$ cat config.mk
export PLATFORM = sky130hd
export DESIGN_NAME = ps2_host_tx_flat
export DESIGN_NICKNAME = d
export VERILOG_FILES = /design/src/rtl/ps2_pkg.sv /design/src/rtl/ps2_host_tx_if.sv /design/src/rtl/ps2_line_sync.sv /design/src/rtl/ps2_host_tx.sv /design/src/flat_wrapper.sv
export SDC_FILE = /design/constraint.sdc
export NUM_CORES = 1
export LEC_CHECK = 0
export BUFFER_PORTS_ARGS = -buffer_cell sky130_fd_sc_hd__buf_2
export CELL_PAD_IN_SITES_DETAIL_PLACEMENT = 1
export CELL_PAD_IN_SITES_GLOBAL_PLACEMENT = 2
export CORE_MARGIN = 3
export CORE_UTILIZATION = 30
export CTS_BUF_LIST = sky130_fd_sc_hd__clkbuf_16
export CTS_CLUSTER_DIAMETER = 200
export DETAILED_ROUTE_END_ITERATION = 7
export PLACE_DENSITY_LB_ADDON = 0.12
export SYNTH_ARGS = -nofsm -noshare
export SYNTH_HDL_FRONTEND = slang
export SYNTH_SLANG_ARGS = --single-unit
$ cat constraint.sdc
create_clock -name clk -period 3.8 [get_ports clk]
set_input_delay 0.38 -clock clk [delete_from_list [all_inputs] [get_ports clk]]
set_output_delay 0.38 -clock clk [all_outputs]
set_load 0.03 [all_outputs]
$ cat src/rtl/ps2_pkg.sv
// ps2_pkg: types and constants shared by the PS/2 host transmitter and the
// keyboard receiver.
//   ps2_state_e      : transmitter FSM states
//   PS2_CMD_*        : host-to-device command bytes
//   PS2_RSP_*        : device-to-host response bytes
//   odd_parity()     : PS/2 frame parity bit for a data byte
package ps2_pkg;

    typedef enum logic [2:0] {
        IDLE,
        INHIBIT,
        REQ,
        SHIFT,
        ACK,
        WAIT_IDLE
    } ps2_state_e;

    localparam logic [7:0] PS2_CMD_SET_LEDS = 8'hED;
    localparam logic [7:0] PS2_CMD_RESET    = 8'hFF;
    localparam logic [7:0] PS2_CMD_ENABLE   = 8'hF4;

    localparam logic [7:0] PS2_RSP_ACK      = 8'hFA;
    localparam logic [7:0] PS2_RSP_RESEND   = 8'hFE;

    // The parity bit makes the total count of ones in data+parity odd.
    function automatic logic odd_parity(input logic [7:0] b);
        return ~^b;
    endfunction

endpackage

$ cat src/rtl/ps2_host_tx_if.sv
// ps2_host_tx_if: command handshake between a client and the PS/2 transmitter.
//   tx_data/tx_valid : byte and send request from the client
//   tx_ready         : transmitter idle, request is taken this cycle
//   busy             : frame in flight (gates the keyboard receiver)
//   tx_done/tx_error : one-cycle completion pulses (ACK / NACK or timeout)
interface ps2_host_tx_if;
    logic [7:0] tx_data;
    logic       tx_valid;
    logic       tx_ready;
    logic       busy;
    logic       tx_done;
    logic       tx_error;

    modport master (
        output tx_data, tx_valid,
        input  tx_ready, busy, tx_done, tx_error
    );

    modport slave (
        input  tx_data, tx_valid,
        output tx_ready, busy, tx_done, tx_error
    );
endinterface

$ cat src/rtl/ps2_line_sync.sv
// ps2_line_sync: brings the raw PS2_CLK/PS2_DAT pad levels into the system
// clock domain and flags falling edges of the clock line.
//   clk_i/dat_i     : raw pad levels
//   clk_s_o/dat_s_o : synchronized levels (reset to 1, idle bus)
//   fall_o          : synchronized clock was 1 last cycle and is 0 now
module ps2_line_sync #(
    parameter int SYNC_STAGES = 2
) (
    input  logic clk,
    input  logic reset,
    input  logic clk_i,
    input  logic dat_i,
    output logic clk_s_o,
    output logic dat_s_o,
    output logic fall_o
);
    // Depth must be at least 2 for metastability protection.
    logic [SYNC_STAGES-1:0] clk_sync_q;
    logic [SYNC_STAGES-1:0] dat_sync_q;
    logic                   clk_prev_q;

    always_ff @(posedge clk or posedge reset) begin
        if (reset) begin
            clk_sync_q <= '1;
            dat_sync_q <= '1;
            clk_prev_q <= 1'b1;
        end else begin
            clk_sync_q <= {clk_sync_q[SYNC_STAGES-2:0], clk_i};
            dat_sync_q <= {dat_sync_q[SYNC_STAGES-2:0], dat_i};
            clk_prev_q <= clk_sync_q[SYNC_STAGES-1];
        end
    end

    assign clk_s_o = clk_sync_q[SYNC_STAGES-1];
    assign dat_s_o = dat_sync_q[SYNC_STAGES-1];
    assign fall_o  = clk_prev_q & ~clk_sync_q[SYNC_STAGES-1];
endmodule

$ cat src/rtl/ps2_host_tx.sv
// ps2_host_tx: PS/2 host-to-device command transmitter.
//   clk, reset             : system clock, async active-high reset
//   tx (slave)             : command handshake and completion pulses
//   ps2_clk_in/ps2_dat_in  : raw pad levels of PS2_CLK / PS2_DAT
//   ps2_clk_oe/ps2_dat_oe  : 1 = pull the line low, 0 = release
// Sequence: hold clock low, place start bit, release clock, then follow the
// device clock: bits 0..7, parity, stop, and sample the device ACK.
module ps2_host_tx
    import ps2_pkg::*;
#(
    parameter int INHIBIT_CYCLES = 5000,
    parameter int TIMEOUT_CYCLES = 1000000,
    parameter int SYNC_STAGES    = 2
) (
    input  logic         clk,
    input  logic         reset,
    ps2_host_tx_if.slave tx,
    input  logic         ps2_clk_in,
    input  logic         ps2_dat_in,
    output logic         ps2_clk_oe,
    output logic         ps2_dat_oe
);
    localparam int INH_W = $clog2(INHIBIT_CYCLES);
    localparam int TO_W  = $clog2(TIMEOUT_CYCLES);

    localparam logic [INH_W-1:0] INH_LAST = INH_W'(INHIBIT_CYCLES - 1);
    localparam logic [TO_W-1:0]  TO_LAST  = TO_W'(TIMEOUT_CYCLES - 1);

    localparam logic [2:0] S_IDLE      = 3'(IDLE);
    localparam logic [2:0] S_INHIBIT   = 3'(INHIBIT);
    localparam logic [2:0] S_REQ       = 3'(REQ);
    localparam logic [2:0] S_SHIFT     = 3'(SHIFT);
    localparam logic [2:0] S_ACK       = 3'(ACK);
    localparam logic [2:0] S_WAIT_IDLE = 3'(WAIT_IDLE);

    logic clk_s, dat_s, fall;

    ps2_line_sync #(.SYNC_STAGES(SYNC_STAGES)) u_sync (
        .clk     (clk),
        .reset   (reset),
        .clk_i   (ps2_clk_in),
        .dat_i   (ps2_dat_in),
        .clk_s_o (clk_s),
        .dat_s_o (dat_s),
        .fall_o  (fall)
    );

    logic [2:0]       state_q,   state_d;
    logic [INH_W-1:0] inh_cnt_q, inh_cnt_d;
    logic [TO_W-1:0]  to_cnt_q,  to_cnt_d;
    logic [3:0]       bit_cnt_q, bit_cnt_d;
    logic [7:0]       data_q,    data_d;
    logic             par_q,     par_d;
    logic             done_q,    done_d;
    logic             err_q,     err_d;
    logic             ready;
    logic [8:0]       frame_sh;

    // Ready drops during the pulse cycle so a new request is only taken
    // once the completion has been reported.
    assign ready       = (state_q == S_IDLE) & ~done_q & ~err_q;
    assign tx.tx_ready = ready;
    assign tx.busy     = ~ready;
    assign tx.tx_done  = done_q;
    assign tx.tx_error = err_q;

    // In SHIFT, bit_cnt 1..8 selects data bit 0..7 and 9 selects parity.
    assign frame_sh = {par_q, data_q} >> (bit_cnt_q - 4'd1);

    always_comb begin
        state_d   = state_q;
        inh_cnt_d = inh_cnt_q;
        to_cnt_d  = to_cnt_q;
        bit_cnt_d = bit_cnt_q;
        data_d    = data_q;
        par_d     = par_q;
        done_d    = 1'b0;
        err_d     = 1'b0;
        case (state_q)
            S_IDLE: begin
                if (tx.tx_valid && ready) begin
                    data_d    = tx.tx_data;
                    par_d     = odd_parity(tx.tx_data);
                    inh_cnt_d = '0;
                    state_d   = S_INHIBIT;
                end
            end
            S_INHIBIT: begin
                if (inh_cnt_q == INH_LAST) begin
                    to_cnt_d  = '0;
                    bit_cnt_d = '0;
                    state_d   = S_REQ;
                end else begin
                    inh_cnt_d = inh_cnt_q + INH_W'(1);
                end
            end
            S_REQ, S_SHIFT, S_ACK, S_WAIT_IDLE: begin
                // Timeout wins over a fall in the same cycle.
                if (to_cnt_q == TO_LAST) begin
                    err_d   = 1'b1;
                    state_d = S_IDLE;
                end else if (state_q == S_WAIT_IDLE && clk_s && dat_s) begin
                    done_d  = 1'b1;
                    state_d = S_IDLE;
                end else if (fall) begin
                    to_cnt_d = '0;
                    if (bit_cnt_q != 4'd11)
                        bit_cnt_d = bit_cnt_q + 4'd1;
                    case (state_q)
                        S_REQ:   state_d = S_SHIFT;
                        S_SHIFT: if (bit_cnt_q == 4'd9) state_d = S_ACK;
                        S_ACK: begin
                            if (dat_s) begin
                                err_d   = 1'b1;
                                state_d = S_IDLE;
                            end else begin
                                state_d = S_WAIT_IDLE;
                            end
                        end
                        default: ;
                    endcase
                end else begin
                    to_cnt_d = to_cnt_q + TO_W'(1);
                end
            end
            default: state_d = S_IDLE;
        endcase
    end

    always_ff @(posedge clk or posedge reset) begin
        if (reset) begin
            state_q   <= S_IDLE;
            inh_cnt_q <= '0;
            to_cnt_q  <= '0;
            bit_cnt_q <= '0;
            data_q    <= '0;
            par_q     <= 1'b0;
            done_q    <= 1'b0;
            err_q     <= 1'b0;
        end else begin
            state_q   <= state_d;
            inh_cnt_q <= inh_cnt_d;
            to_cnt_q  <= to_cnt_d;
            bit_cnt_q <= bit_cnt_d;
            data_q    <= data_d;
            par_q     <= par_d;
            done_q    <= done_d;
            err_q     <= err_d;
        end
    end

    // Line drives decode directly from the async-reset state, so a reset
    // releases both lines without waiting for a clock edge.
    always_comb begin
        ps2_clk_oe = (state_q == S_INHIBIT);
        ps2_dat_oe = 1'b0;
        case (state_q)
            S_INHIBIT: ps2_dat_oe = (inh_cnt_q == INH_LAST);
            S_REQ:     ps2_dat_oe = 1'b1;
            S_SHIFT:   ps2_dat_oe = ~frame_sh[0];
            default:   ps2_dat_oe = 1'b0;
        endcase
    end
endmodule

$ cat src/flat_wrapper.sv
// flat-port wrapper written by rule: the top's interface ports become plain ports
module ps2_host_tx_flat import ps2_pkg::*;
#(
    parameter int INHIBIT_CYCLES = 5000,
    parameter int TIMEOUT_CYCLES = 1000000,
    parameter int SYNC_STAGES    = 2
)
  (clk, reset, ps2_clk_in, ps2_dat_in, ps2_clk_oe, ps2_dat_oe, tx_tx_data, tx_tx_valid, tx_tx_ready, tx_busy, tx_tx_done, tx_tx_error);
  ps2_host_tx_if tx_i ();
  input  logic clk;
  input  logic reset;
  input  logic ps2_clk_in;
  input  logic ps2_dat_in;
  output logic ps2_clk_oe;
  output logic ps2_dat_oe;
  input wire logic [$bits(tx_i.tx_data)-1:0] tx_tx_data;
  input wire logic [$bits(tx_i.tx_valid)-1:0] tx_tx_valid;
  output wire logic [$bits(tx_i.tx_ready)-1:0] tx_tx_ready;
  output wire logic [$bits(tx_i.busy)-1:0] tx_busy;
  output wire logic [$bits(tx_i.tx_done)-1:0] tx_tx_done;
  output wire logic [$bits(tx_i.tx_error)-1:0] tx_tx_error;
  assign tx_i.tx_data = tx_tx_data;
  assign tx_i.tx_valid = tx_tx_valid;
  assign tx_tx_ready = tx_i.tx_ready;
  assign tx_busy = tx_i.busy;
  assign tx_tx_done = tx_i.tx_done;
  assign tx_tx_error = tx_i.tx_error;
  ps2_host_tx #(.INHIBIT_CYCLES(INHIBIT_CYCLES), .TIMEOUT_CYCLES(TIMEOUT_CYCLES), .SYNC_STAGES(SYNC_STAGES)) u_core (.clk(clk), .reset(reset), .tx(tx_i), .ps2_clk_in(ps2_clk_in), .ps2_dat_in(ps2_dat_in), .ps2_clk_oe(ps2_clk_oe), .ps2_dat_oe(ps2_dat_oe));
endmodule
==> results.toml, run 1 <==
[worst_setup_path]
crit-reg2reg-capture = "u_core.to_cnt_q[12]"
crit_type = "flop to output pin"
endpoint = "ps2_dat_oe"
end_kind = "output pin"
crit_fanout = 8
rr_worst_depth = 5
r2r-start = "u_core.state_q[1]"
startpoint = "u_core.bit_cnt_q[0]"
r2r_slack_ns = 1.45
start_kind = "flop"
crit_arrival_ns = 2.38
worstPathRequired_ns = 3.42

[synth]
yosysWarningCount = 0
synth-compound-area-share_pct = 14.9
ys_types = 58
muxShareOfSynthArea_pct = 7.89
yosys.area.top_type_share_pct = 39.1
synth_edf_count = 0
synthFlopType = "dfrtp_1"
synth_top_area_cell = "dfrtp_1"
async_flop_share_pct = 100
syn_area_per_cell_um2 = 9.75
ys_top_cells_by_area = "dfrtp_1 39%, nand3_1 4.3%, dfstp_2 4.0%"
synth_top_family_by_area = "simple AND/OR/NAND/NOR gates"
synth_fp_nets = 353
synth-xor-area-share_pct = 4.02
synth_area_um2 = 3270
ys_seq_elements = 56
synth-simple-area-share_pct = 24.6
synth.most_common_cell = "dfrtp_1"
syn_inst = 335
synth-adder-area-share_pct = 1.92
ys_seq_area_share_pct = 43.1
ys_top_cells_by_count = "51 x dfrtp_1, 28 x nand3_1, 19 x a21oi_1"

[layout]
syn_to_final_growth_pct = 10.9
nets = 363
diodes = 0
seq_area_um2 = 1410
multiInputGateArea_um2 = 1740
drive_gt1_share_pct = 15.9
nFillCells = 1236

[floorplanning]
core_um2 = 10500
ios = 19
start_util_pct = 31.2
die_w_um = 110
die_h_um = 110
rows = 37
dieArea_um2 = 12200

[global_route]
grt_pass1_vias = 2839
grt_pass1_wl_um = 14700
grt_max_degree = 47
antenna_found_initial = 0
grt_overflow = 0
track_usage_pct = 15.4

[cts]
cts_resized = 0
cts.hold.buffers_added = 0
cts_tree = "done"
cts.sinks = 56
post_cts_buffers = 0
ctsHtreeMaxLevel = 2
cts_made_buffers = 5
clk_pin_slew_worst_paths_ns = 0.08
cts_buffer_depth = 2
cts-root-buf = "clkbuf_16"
clock_latency_ns = 0.30

[sta]
tightest_slew_ns = 0.993
hold_violations = 0
relSlewSlack_pct = 33.7
setup_viol = 0
maxSlewViolCount = 0
grt_setup_unrepaired = "no"
fin_setup_tns_ns = 0
min_period_ns = 2.76
max_freq_mhz = 362
post-route-period-util_pct = 72.7
finalClockSkew_ns = 0.0127

[placed_design]
gp_congestion = 0.688
io_buffers = 18
hpwl_um = 5720

[drt]
drc = 0
first_iter_violations = 126
vias = 2640
dr.pass1.iters = 6
via_per_inst = 5.48
wl_per_cell_um = 17.1
ant_nets = 0
drt_wl_total_um = 8230

[pwr]
ir_drop_uv = 198
powerDensity_nw_per_um2 = 390
p_total_mw = 1.41
p_leak_nw = 1.50

[status]
outcome = "finished, final reports clean"

[run]
drv_cap = 0

[min_path]
min_path_type = "input port to flop"
[registers in the layout (all words and copies together), names as in the netlist]
signal	count
u_core.bit_cnt_q	4
u_core.u_sync.clk_sync_q	2
u_core.state_q	3
u_core.to_cnt_q	20
u_core.tx.tx_done	1
u_core.inh_cnt_q	13
u_core.tx.tx_error	1
u_core.data_q	8
u_core.par_q	1
u_core.u_sync.clk_prev_q	1
u_core.u_sync.dat_sync_q	2
[cell type report]
type / count / share of cell area (%)
multi-input cells: 250 / 48.0
flip-flops and latches: 56 / 38.9
well taps: 136 / 4.70
clock buffers: 5 / 3.45
repair buffers: 21 / 3.11
inverters: 11 / 1.14
clock inverters: 3 / 0.691
[where the power goes]
group / internal, mW / total (mW) / leakage (nW) / switching, mW
combinational: 0.106 / 0.197 / 0.695 / 0.0913
sequential: 0.668 / 0.728 / 0.733 / 0.0603
clock: 0.250 / 0.487 / 0.0708 / 0.237
[layout by cell type (no fill, tap or decap), types with 4 or more instances in the layout]
| master | n |
|---|---|
| nor2b_1 | 4 |
| buf_2 | 18 |
| a21oi_1 | 19 |
| o21ai_0 | 16 |
| mux2_2 | 10 |
| nand3_1 | 28 |
| nand3b_1 | 10 |
| or3_1 | 6 |
| xnor2_1 | 11 |
| xor2_1 | 4 |
| dfstp_2 | 5 |
| and3_1 | 14 |
| or2_2 | 4 |
| nand4_1 | 11 |
| and4_1 | 6 |
| clkbuf_16 | 5 |
| mux2i_1 | 10 |
| nand2_1 | 12 |
| inv_1 | 10 |
| nor3_1 | 5 |
| ha_1 | 5 |
| nor2_1 | 17 |
| dfrtp_1 | 51 |
[worst min path at each step]
stage                           startpoint                          end  slack (ns)  cells past startpoint
6_report                        ps2_clk_in  u_core.u_sync.clk_sync_q[0]        0.17                      1
5_1_grt                         ps2_clk_in  u_core.u_sync.clk_sync_q[0]        0.15                      1
4_1_cts                         ps2_clk_in  u_core.u_sync.clk_sync_q[0]        0.16                      1
3_5_place_dp   u_core.u_sync.dat_sync_q[0]  u_core.u_sync.dat_sync_q[1]        0.35                      0
3_3_place_gp   u_core.u_sync.clk_sync_q[0]  u_core.u_sync.clk_sync_q[1]        0.35                      0
2_1_floorplan  u_core.u_sync.clk_sync_q[0]  u_core.u_sync.clk_sync_q[1]        0.35                      0
[worst max-delay path, cell delays in order (launching register included)]
cell      delay (ns)
dfrtp_1         0.53
inv_1           0.13
ha_1            0.38
mux4_2          0.31
mux2i_1         0.15
o221ai_1        0.13
a21oi_1         0.23
buf_2           0.23
[metrics by stage]
step                      hold slack [ns]  util (%)  cell area, um2  std cells  setup slack, ns
after detailed placement            0.347      33.2            3470        474             1.33
final                               0.171      34.6            3620        482             1.04
after global routing                0.155      34.6            3620        482            0.845
after floorplan                     0.345         -            3270        335             1.06
after global placement              0.347      33.2            3470        474             1.33
after CTS                           0.162      34.6            3620        482            0.973
[cells by family (layout without fill, tap and decap cells)]
family | after synthesis | count (layout)
compound gates | 71 | 71
fa+ha+maj | 5 | 5
mux | 22 | 22
buf+inv | 29 | 40
xor+xnor | 15 | 15
flops | 56 | 56
simple gates | 137 | 137
[metal layers]
| layer | vias to the layer above | GRT usage (%) | wire length (um) |
|---|---|---|---|
| met5 | - | 0 | 0 |
| met4 | 0 | 3.43 | 75 |
| met3 | 8 | 2.27 | 143 |
| met2 | 19 | 25.9 | 4060 |
| met1 | 1331 | 21.0 | 3940 |
| li1 | 1282 | - | - |
Note: power is estimated with default switching activity, not from simulation.
==> run 2: changes to the inputs <==
clock period = 2.22 ns   (was 3.8 ns; I/O delays follow)
==> run 2 against run 1 <==
Net effect:
- clock power rose by 72%
- die area did not move
- non-clock buffer count rose by 31
- clock skew fell by 0.0035 ns
- via count rose by 4.2%
==> results.toml, run 2 (synthesis gave the netlist of run 1 again) <==
[global_route]
grt_overflow = 0
grt_pass1_vias = 2927
grt_pass1_wl_um = 15000
grt_max_degree = 57
antenna_found_initial = 0
track_usage_pct = 15.7

[worst_setup_path]
start_kind = "flop"
path_delay_family = "multiplexers"
crit_arrival_ns = 1.97
max_stage_delay_ns = 0.38
r2r-start = "u_core.to_cnt_q[6]"
startpoint = "u_core.bit_cnt_q[0]"
cp.depth = 7
r2r_slack_ns = 0.22
rr_worst_depth = 6
worst-path-buf-inv = 2
crit_chain = "inv_2 > ha_4 > mux4_2 > mux2i_2 > o221ai_2 > a21oi_2 > buf_6"
end_kind = "output pin"
cpMaxStageDelayCell = "dfrtp_1"
endpoint = "ps2_dat_oe"
crit-reg2reg-capture = "u_core.to_cnt_q[8]"
crit_type = "flop to output pin"
crit_fanout = 4
worstPathRequired_ns = 2.00

[drt]
dr.pass1.iters = 4
drt_wl_total_um = 8810
ant_nets = 0
drc = 0
via_per_inst = 5.36
vias = 2750
wl_per_cell_um = 17.2
first_iter_violations = 80

[pwr]
p_total_mw = 2.50
powerDensity_nw_per_um2 = 629
p_leak_nw = 1.68
ir_drop_uv = 339

[sta]
post-route-period-util_pct = 98.7
tightest_slew_ns = 0.522
min_period_ns = 2.19
hold_violations = 0
grt_setup_unrepaired = "yes"
fin_ws_ns = 0.0297
hold_slack_ns = 0.0188
maxSlewViolCount = 0
max_freq_mhz = 457
setup_viol = 0
relSlewSlack_pct = 65.0
finalClockSkew_ns = 0.00926

[placed_design]
io_buffers = 18
hpwl_um = 6220
pre_cts_ws_ns = 0.161
gp_congestion = 0.724

[floorplanning]
die_h_um = 110
dieArea_um2 = 12200
rows = 37
ios = 19
start_util_pct = 31.2
core_um2 = 10500
die_w_um = 110

[layout]
largest_reg_flops = 20
seq_area_um2 = 1410
mostFrequentLayoutCell = "dfrtp_1"
multiInputGateArea_um2 = 1810
diodes = 0
drive_gt1_share_pct = 26.3
final_core_util_pct = 38.0
nFillCells = 1239
reg.largest.list = "u_core.to_cnt_q x20, u_core.inh_cnt_q x13, u_core.data_q x8"
final_cell_mix = "49 x dfrtp_1, 29 x buf_4, 28 x nand3_1"
largest_register = "u_core.to_cnt_q"
syn_to_final_growth_pct = 21.8
nets = 394

[cts]
clk_pin_slew_worst_paths_ns = 0.07
ctsHtreeMaxLevel = 2
clock_latency_ns = 0.30
cts.sinks = 56
cts-root-buf = "clkbuf_16"
cts_buffer_depth = 2
cts_tree = "done"
cts_made_buffers = 5

[min_path]
hold_depth = 1
min_path_type = "input port to flop"

[run]
drv_cap = 0

[status]
outcome = "finished, final reports clean"
## run 2: area by class of cell
type | instances | share of cell area, %
Clock buffer | 5 | 3.14
Clock inverter | 3 | 0.660
Inverter | 11 | 1.04
Multi-Input combinational cell | 250 | 45.5
Sequential cell | 56 | 35.4
Tap cell | 136 | 4.28
Timing Repair Buffer | 52 | 9.94
## run 2: how the worst min path moves through the flow
stage                     startpoint                          end
after floorplan           ps2_clk_in  u_core.u_sync.clk_sync_q[0]
after global placement         reset           u_core.to_cnt_q[0]
after detailed placement       reset           u_core.to_cnt_q[2]
after CTS                 ps2_clk_in  u_core.u_sync.clk_sync_q[0]
after global routing      ps2_dat_in  u_core.u_sync.dat_sync_q[0]
final                     ps2_clk_in  u_core.u_sync.clk_sync_q[0]
## run 2: per-stage QoR
step	cell area (um2)	std cells	setup TNS [ns]
6_report	3980	513	0
5_1_grt	3980	513	-0.0630
4_1_cts	3920	510	0
3_5_place_dp	3710	500	0
3_3_place_gp	3710	500	0
2_1_floorplan	3270	335	0
## run 2: routing by layer
metal	vias up	global-route usage [%]	wire, um	share of wire, %
met5	-	0	0	0
met4	0	3.34	71	0.81
met3	8	2.33	166	1.9
met2	24	27.5	4500	51
met1	1379	20.6	4080	46
li1	1339	-	-	-
## run 2: what timing repair did
| action | CTS | global route |
|---|---|---|
| hold buffers | 1 | 0 |
| setup buffers | 1 | 3 |
| pin swaps | 2 | 1 |
| gates resized for setup | 6 | 11 |
| endpoints found under the hold margin | 21 | 0 |
| endpoints found under the setup margin | 1 | 1 |
## run 2: worst reg2reg max path, delay by kind of cell, from the launching register on
kind,cells,cell delay [ns]
simple gates,2,0.55
compound gates,3,0.69
buf+inv,1,0.24
flops,1,0.45
## run 2: power by group
group          switching, mW  internal, mW
Clock                  0.409         0.430
Sequential             0.104          1.15
Combinational          0.186         0.227
Total                  0.699          1.80
==> run 3: changes to the inputs <==
ABC_AREA = 1   (was unset)
==> run 3 against run 2 <==
Net effect:
- power increased by 69%
- sequential cell count unchanged
- via count increased by 20%
- critical endpoint unchanged
==> results.toml, run 3 <==
[status]
outcome = "finished, final reports clean"

[cts]
cts.sinks = 56
cts_buffer_depth = 2
clk_pin_slew_worst_paths_ns = 0.07
cts_made_buffers = 5
cts_tree = "done"
clock_latency_ns = 0.31
ctsHtreeMaxLevel = 2
cts-root-buf = "clkbuf_16"

[floorplanning]
start_util_pct = 31.2
core_um2 = 11600
dieArea_um2 = 13400
die_h_um = 116
ios = 19
rows = 39
die_w_um = 116

[drt]
top_layer = "met4"
drc = 0
via_per_inst = 4.92
wl_met3_um = 196
wl_per_cell_um = 14.6
wirelength_met1_um = 4830
drt_wl_total_um = 9840
ant_nets = 0
dr.pass1.iters = 4
first_iter_violations = 96
wl_met2_um = 4700
vias = 3310

[pwr]
p_int_mw = 2.33
p_switching_mw = 1.90
power_switching_share_pct = 44.9
powerDensity_nw_per_um2 = 1040
combPwrFrac_pct = 46.1
ir_drop_uv = 633
p_leak_nw = 1.84
p_clk_share_pct = 21.9
seqPwrFrac_pct = 32.0

[global_route]
grt_max_degree = 41
grt_pass1_vias = 3442
antenna_found_initial = 0
grt_pass1_wl_um = 16800
track_usage_pct = 15.9
grt_overflow = 0

[layout]
syn_to_final_growth_pct = 13.3
nets = 547
largest_reg_flops = 20
diodes = 0
reg.largest.list = "u_core.to_cnt_q x20, u_core.inh_cnt_q x13, u_core.data_q x8"
final_cell_mix = "163 x nand2_1, 50 x dfrtp_1, 49 x nor2_1"
largest_register = "u_core.to_cnt_q"
final_core_util_pct = 35.3
mostFrequentLayoutCell = "nand2_1"
drive_gt1_share_pct = 13.0

[worst_setup_path]
crit_chain = "inv_2 > ha_4 > inv_1 > o211ai_1 > nand2_1 > o211ai_1 > nand3_1 > nand2_1 > clkbuf_4"
path_delay_family = "flip-flops"
crit_type = "flop to output pin"
max_stage_delay_ns = 0.40
crit_arrival_ns = 1.87
cpMaxStageDelayCell = "dfrtp_1"
crit_fanout = 5
start_kind = "flop"
worstPathRequired_ns = 2.00
worst-path-buf-inv = 3
end_kind = "output pin"

[sta]
setup_viol = 0
tightest_slew_ns = 0.507
finalClockSkew_ns = 0.00696
grt_setup_unrepaired = "yes"
relSlewSlack_pct = 66.2
maxSlewViolCount = 0
post-route-period-util_pct = 94.4
min_period_ns = 2.10
fin_ws_ns = 0.123
hold_violations = 0
fin_setup_tns_ns = 0
max_freq_mhz = 477

[synth]
synth_area_um2 = 3610
ys_top_cells_by_area = "dfrtp_1 35%, nand2_1 17%, nand4_1 5.9%"
ys_types = 37
synth_edf_count = 0
async_flop_share_pct = 100
syn_area_per_cell_um2 = 7.11
syn_inst = 507
ys_top_cells_by_count = "163 x nand2_1, 51 x dfrtp_1, 49 x nor2_1"
yosys.area.top_type_share_pct = 35.4
synth_fp_nets = 525
ys_seq_area_share_pct = 39.0
yosysWarningCount = 0
synthFlopType = "dfrtp_1"
synth.most_common_cell = "nand2_1"
ys_seq_elements = 56
synth_top_area_cell = "dfrtp_1"

[min_path]
min_path_type = "input port to flop"

[run]
drv_cap = 0

[placed_design]
pre_cts_ws_ns = 0.201
gp_congestion = 0.808
hpwl_um = 7290
io_buffers = 18
==> run 3: path summary, 6_finish.rpt <==
kind                                              from                           to  slack, ns  cells after the start
max                                u_core.bit_cnt_q[1]                   ps2_dat_oe       0.12                      9
min                                      tx_tx_data[1]             u_core.data_q[1]       0.13                      3
max reg2reg                          u_core.state_q[1]           u_core.to_cnt_q[3]       0.30                     10
min reg2reg                u_core.u_sync.dat_sync_q[0]  u_core.u_sync.dat_sync_q[1]       0.36                      0
max in group asynchronous                        reset  u_core.u_sync.dat_sync_q[1]       1.14                      4
min in group asynchronous                        reset          u_core.inh_cnt_q[8]       0.45                      3
==> run 3: per-stage QoR <==
step / total power [mW] / instances / hold slack (ns) / cell area [um2]
floorplan: 2.84 / 507 / 0.226 / 3610
global placement: 3.29 / 659 / 0.249 / 3850
detailed placement: 3.31 / 659 / 0.250 / 3850
CTS: 4.30 / 670 / 0.121 / 4060
global route: 4.60 / 673 / 0.156 / 4090
finish: 4.23 / 673 / 0.134 / 4090
==> run 3: logic make-up after synthesis <==
group,after synthesis,synth area share (%)
AND/OR/NAND/NOR,312,39.6
buffers and inverters,66,7.94
flip-flops,56,39.0
AO/OA/AOI/OAI,54,8.26
XOR/XNOR,14,3.40
adder cells (fa/ha/maj),5,1.73
==> run 3: worst register-to-register path, cell delays in order, from the launching register on <==
cell and delay, ns:
dfrtp_1 0.52, inv_2 0.11, nand2_1 0.08, nor2_2 0.25, nand4_1 0.21, buf_4 0.19, nand2_1 0.06, nand2_2 0.07
buf_12 0.17, nand2_1 0.07, o21ai_0 0.08
==> run 3: area by class of cell <==
cell class              count  area [um2]
clock inverters             3        37.5
fillers                  1445        7480
flip-flops and latches     56        1410
well taps                 143         179
repair buffers             30         215
clock buffers               5         125
multi-input cells         385        1930
inverters                  51         191
==> run 3: layer usage <==
| metal | vias up | global-route usage [%] |
|---|---|---|
| met5 | - | 0 |
| met4 | 0 | 4.18 |
| met3 | 5 | 3.29 |
| met2 | 21 | 27.0 |
| met1 | 1589 | 20.7 |
| li1 | 1695 | - |
==> run 3: repair_timing <==
| action | 4_1_cts | 5_1_grt |
|---|---|---|
| setup endpoints to repair | 1 | 21 |
| hold endpoints to repair | 18 | 0 |
| hold buffers | 3 | 0 |
| gates resized for setup | 1 | 5 |
| pin swaps | 0 | 2 |
| buffers inserted | 0 | 3 |
| cloned | 0 | 0 |
==> run 3: power groups by stage <==
stage	sequential [mW]	clock (mW)	combinational, mW
final	1.35	0.925	1.95
after global routing	1.38	1.00	2.21
after CTS	1.35	0.972	1.98
after detailed placement	1.37	0	1.94
after global placement	1.36	0	1.93
after floorplan	1.28	0	1.56
